[src/rtl/dmem_arb_pkg.sv]
// Shared types and constants for the data-memory arbiter.
// Covers the arbiter state encoding, the full-word lane masks and the default starvation limit.
package dmem_arb_pkg;

  typedef enum logic [1:0] {
    IDLE = 2'd0,
    WAIT = 2'd1,
    ACK  = 2'd2
  } arb_state_t;

  localparam logic [3:0] WREN_ALL  = 4'b1111;
  localparam logic [3:0] WREN_NONE = 4'b0000;

  localparam int DEFAULT_STARVE_LIMIT = 16;

endpackage

[src/rtl/dmem_arbiter_starve_counter.sv]
// Saturating up-counter measuring how long a debug request has been held off by the CPU.
// at_limit stays high once the count reaches LIMIT, until the next clear.
module starve_counter
  import dmem_arb_pkg::*;
#(
  parameter int LIMIT = DEFAULT_STARVE_LIMIT
) (
  input  logic sysclk,
  input  logic cpu_reset,
  input  logic clr,
  input  logic en,
  output logic at_limit
);

  localparam int CNT_W = $clog2(LIMIT + 1);
  localparam logic [CNT_W-1:0] LIMIT_V = CNT_W'(LIMIT);

  logic [CNT_W-1:0] count_reg;
  logic [CNT_W-1:0] count_next;

  always_comb begin
    count_next = count_reg;
    if (clr) begin
      count_next = '0;
    end else if (en && (count_reg != LIMIT_V)) begin
      count_next = count_reg + 1'b1;
    end
  end

  always_ff @(posedge sysclk) begin
    if (cpu_reset) begin
      count_reg <= '0;
    end else begin
      count_reg <= count_next;
    end
  end

  assign at_limit = (count_reg == LIMIT_V);

endmodule

[src/rtl/dmem_arbiter.sv]
// Shares the execute2 data-memory port between the CPU (always wins, no added latency)
// and a req/ack debug requester that is served in CPU-free cycles.
module dmem_arbiter
  import dmem_arb_pkg::*;
#(
  parameter int ADDR_W       = 8,
  parameter int DATA_W       = 32,
  parameter int STARVE_LIMIT = DEFAULT_STARVE_LIMIT
) (
  input  logic              sysclk,
  input  logic              cpu_reset,
  input  logic              cpu_valid,
  input  logic [ADDR_W-1:0] cpu_addr,
  input  logic [3:0]        cpu_wren,
  input  logic [DATA_W-1:0] cpu_wdata,
  output logic [DATA_W-1:0] cpu_rdata,
  input  logic              dbg_req,
  input  logic              dbg_we,
  input  logic [ADDR_W-1:0] dbg_addr,
  input  logic [DATA_W-1:0] dbg_wdata,
  output logic              dbg_ack,
  output logic [DATA_W-1:0] dbg_rdata,
  output logic              stall_req,
  output logic              busy,
  output logic [ADDR_W-1:0] mem_addr,
  output logic [3:0]        mem_wren,
  output logic [DATA_W-1:0] mem_wdata,
  input  logic [DATA_W-1:0] mem_rdata
);

  arb_state_t        state_reg, state_next;
  logic              lat_we_reg;
  logic [ADDR_W-1:0] lat_addr_reg;
  logic [DATA_W-1:0] lat_wdata_reg;
  logic [DATA_W-1:0] dbg_rdata_reg;

  logic       dbg_own;
  logic       wait_clr;
  logic       wait_en;
  logic       wait_at_limit;
  logic [3:0] lat_wren;

  always_comb begin
    state_next = state_reg;
    dbg_own    = 1'b0;
    wait_clr   = 1'b0;
    wait_en    = 1'b0;
    case (state_reg)
      IDLE: begin
        if (dbg_req) begin
          state_next = WAIT;
          wait_clr   = 1'b1;
        end
      end
      WAIT: begin
        if (cpu_valid) begin
          wait_en = 1'b1;
        end else begin
          dbg_own    = 1'b1;
          state_next = ACK;
        end
      end
      ACK:     state_next = IDLE;
      default: state_next = IDLE;
    endcase
  end

  always_ff @(posedge sysclk) begin
    if (cpu_reset) begin
      state_reg     <= IDLE;
      lat_we_reg    <= 1'b0;
      lat_addr_reg  <= '0;
      lat_wdata_reg <= '0;
      dbg_rdata_reg <= '0;
    end else begin
      state_reg <= state_next;
      if ((state_reg == IDLE) && dbg_req) begin
        lat_we_reg    <= dbg_we;
        lat_addr_reg  <= dbg_addr;
        lat_wdata_reg <= dbg_wdata;
      end
      if (dbg_own && !lat_we_reg) begin
        dbg_rdata_reg <= mem_rdata;
      end
    end
  end

  starve_counter #(
    .LIMIT(STARVE_LIMIT)
  ) u_starve_counter (
    .sysclk   (sysclk),
    .cpu_reset(cpu_reset),
    .clr      (wait_clr),
    .en       (wait_en),
    .at_limit (wait_at_limit)
  );

  // Debug writes are always full-word; reset overrides every lane so no write escapes.
  assign lat_wren = lat_we_reg ? WREN_ALL : WREN_NONE;

  genvar gi;
  generate
    for (gi = 0; gi < 4; gi++) begin : g_lane
      assign mem_wren[gi] = !cpu_reset &&
                            (dbg_own ? lat_wren[gi] : (cpu_valid && cpu_wren[gi]));
    end
  endgenerate

  assign mem_addr  = dbg_own ? lat_addr_reg  : cpu_addr;
  assign mem_wdata = dbg_own ? lat_wdata_reg : cpu_wdata;
  assign cpu_rdata = mem_rdata;

  assign dbg_ack   = (state_reg == ACK);
  assign dbg_rdata = dbg_rdata_reg;
  assign busy      = (state_reg != IDLE);
  assign stall_req = (state_reg == WAIT) && wait_at_limit;

endmodule

[config.mk]
export PLATFORM = sky130hd
export DESIGN_NAME = dmem_arbiter
export DESIGN_NICKNAME = d
export VERILOG_FILES = /design/src/rtl/dmem_arb_pkg.sv /design/src/rtl/dmem_arbiter_starve_counter.sv /design/src/rtl/dmem_arbiter.sv
export SDC_FILE = /design/constraint.sdc
export NUM_CORES = 1
export LEC_CHECK = 0
export ABC_AREA = 1
export BUFFER_PORTS_ARGS = -buffer_cell sky130_fd_sc_hd__buf_4
export CAP_MARGIN = 40
export CORE_ASPECT_RATIO = 1.75
export CORE_MARGIN = 5
export CORE_UTILIZATION = 47
export DETAILED_ROUTE_END_ITERATION = 10
export PLACE_DENSITY = 0.83
export SLEW_MARGIN = 20
export SYNTH_ARGS = -nofsm -noshare
export SYNTH_HDL_FRONTEND = slang
export SYNTH_SLANG_ARGS = --single-unit
export TNS_END_PERCENT = 50
[constraint.sdc]
create_clock -name sysclk -period 4 [get_ports sysclk]
set_clock_uncertainty 0.1 [all_clocks]
set_input_delay 0.8 -clock sysclk [delete_from_list [all_inputs] [get_ports sysclk]]
set_output_delay 0.8 -clock sysclk [all_outputs]
set_load 0.05 [all_outputs]
==> flow_metrics.py <==
metrics = {
    "floorplan": {
        "initial_core_util": 0.479,
        "die_x_um": 77.8,
        "num_rows": 43,
        "dieArea_mm2": 0.0100,
        "fp.dieH_um": 129,
        "core_mm2": 0.00791,
        "io_pins": 232,
    },
    "sta": {
        "setup_viol": 0,
        "relSlewSlack": 0.514,
        "min_period_ns": 2.83,
        "fin_crit_sh": 0.709,
        "hold_viol": 0,
        "tightest_slew_ns": 0.728,
        "max_freq_mhz": 353,
        "finalMaxSlewViolations": 0,
        "timing.setup.tns_ns": 0,
        "grt_setup_unrepaired": "false",
    },
    "power": {
        "total_leakage_power_nw": 2.88,
        "power.density_mw_per_mm2": 424,
        "ir_worst_vdd_uv": 306,
    },
    "final_layout": {
        "final_nets": 855,
        "multi_input_area_mm2": 0.00165,
        "regArea_mm2": 0.00160,
        "n_antenna_cell": 0,
        "syn2layout_area_growth_pct": 45.2,
        "final_layout_size_suffix_gt1_frac": 0.351,
        "nFillCells": 675,
        "fin_cells": 827,
        "mostFrequentLayoutCells": "buf_4, nor2_1, nand2_1, dfxtp_1, o21ai_0",
        "final_common_cell": "buf_4",
    },
    "logic_synthesis": {
        "ys_types": 21,
        "seq_area_frac_synth": 0.423,
        "netlist_area_mm2": 0.00378,
        "synth_nets": 671,
        "syn_inst": 548,
        "yosysWarnings": 0,
        "syn_area_per_cell_um2": 6.91,
        "yosys_register_bits": 80,
    },
    "clocking": {
        "cts_tree": "yes",
        "cts_hold_buf": 0,
        "cts_buffers": 9,
        "cts_root_buf": "clkbuf_16",
        "post_cts_buffers": 0,
        "cts_resized": 0,
        "clock_path_buffers": 2,
        "cts_max_level": 3,
        "clk_pin_slew_ns": 0.05,
        "worstSkewPairLatency_ns": 0.33,
        "cts_sinks": 80,
    },
    "detailed_routing": {
        "ant_nets": 0,
        "dr.pass1.iters": 5,
        "drc": 0,
        "drt-initial-drc-count": 271,
        "highest_layer": "met4",
        "vias": 4069,
        "wl_met1_um": 4100,
        "wl_per_cell_um": 14.1,
        "met3_length_um": 1150,
        "vias_per_cell": 4.92,
        "routed-wl-met2_um": 6180,
        "routed_wl_um": 11700,
    },
    "placement": {
        "place_hpwl_um": 8750,
        "dpl.cell_count": 811,
        "port_buffers": 231,
        "gp_congestion": 0.813,
    },
    "worst_setup_path": {
        "end_kind": "output pin",
        "critPathMaxFanout": 33,
        "crit_required_ns": 3.10,
        "worstSetupPathType": "input pin to output pin",
        "cp.arrival_ns": 1.93,
        "cp-start-kind": "input pin",
    },
    "global_route": {
        "antenna_found_initial": 0,
        "grt_pass1_vias": 3968,
        "grt_pass1_wl_um": 18400,
        "grt_start_max_net_pins": 75,
        "grt.overflow.total": 0,
        "grt_util_all_layers": 0.224,
    },
    "hold_path": {
        "min_path_type": "flop to flop",
    },
    "run": {
        "maxCapViolCount": 0,
    },
    "status": {
        "outcome": "finished, final reports clean",
    },
}
report_power, final:
part           total, W  internal (W)  switching [W]
clock network  0.000804      0.000505       0.000299
logic          0.000642      0.000220       0.000422
registers      0.000885      0.000854      0.0000303
synthesized netlist by cell type:
master    number  area share
clkbuf_1       7      0.0069
nand4_1        1      0.0017
inv_1         10      0.0099
a21oi_1       10       0.013
nor3_1         1      0.0013
dfxtp_1       80        0.42
buf_4         39       0.077
buf_2          4      0.0053
buf_6         12       0.036
nand3b_4       1      0.0053
inv_4          2      0.0033
nor2_8         1      0.0053
ha_1           2      0.0066
inv_2          2      0.0020
clkbuf_2       1      0.0013
o21ai_1        6      0.0079
nand3_1        5      0.0066
o21ai_0       68       0.090
nand2_1      143        0.14
nand3_4        1      0.0046
nor2_1       152        0.15
kinds of logic after synthesis:
| group | after synthesis | share of synthesized area |
|---|---|---|
| AND/OR/NAND/NOR | 305 | 0.317 |
| adder cells (fa/ha/maj) | 2 | 0.00661 |
| flip-flops | 80 | 0.423 |
| AO/OA/AOI/OAI | 84 | 0.111 |
| buffers and inverters | 77 | 0.142 |
worst max-delay path, stage by stage:
cell      delay, ns
buf_4          0.11
nand3b_4       0.18
nor2_8         0.05
inv_4          0.25
nand2_1        0.16
a21oi_1        0.16
buf_4          0.22
final cells by class:
type / count / area share
Clock buffer: 15 / 0.0542
Sequential cell: 80 / 0.291
Multi-Input combinational cell: 391 / 0.300
Tap cell: 90 / 0.0205
Timing Repair Buffer: 236 / 0.322
Inverter: 14 / 0.0105
Clock inverter: 1 / 0.00137
metrics by stage:
| stage | power [W] | area [um2] | hold slack (ns) | worst slack (ns) | utilization |
|---|---|---|---|---|---|
| 6_report | 0.00233 | 5500 | 0.380 | 1.17 | 0.695 |
| 5_1_grt | 0.00244 | 5500 | 0.400 | 1.01 | 0.695 |
| 4_1_cts | 0.00236 | 5500 | 0.386 | 1.14 | 0.695 |
| 3_5_place_dp | 0.00154 | 5190 | 0.372 | 1.16 | 0.656 |
| 3_3_place_gp | 0.00153 | 5190 | 0.364 | 1.20 | 0.656 |
| 2_1_floorplan | 0.00134 | 3780 | 0.354 | 1.05 | - |
worst paths after layout:
kind	start	to	slack (ns)	cells past startpoint
worst min register to register	lat_wdata_reg[22]$_SDFFE_PP0P_	lat_wdata_reg[22]$_SDFFE_PP0P_	0.38	2
worst min-delay path	lat_wdata_reg[22]$_SDFFE_PP0P_	lat_wdata_reg[22]$_SDFFE_PP0P_	0.38	2
worst max register to register	state_reg[0]$_SDFFE_PP0P_	lat_addr_reg[3]$_SDFFE_PP0P_	1.85	7
worst max-delay path	cpu_valid	mem_wren[0]	1.17	7
routing by layer:
metal / vias to the layer above / global-route usage
met1: 1828 / 0.235
met3: 23 / 0.0910
li1: 2042 / -
met5: - / 0
met2: 176 / 0.392
met4: 0 / 0.0881
Power figures use the tool's default switching activity.
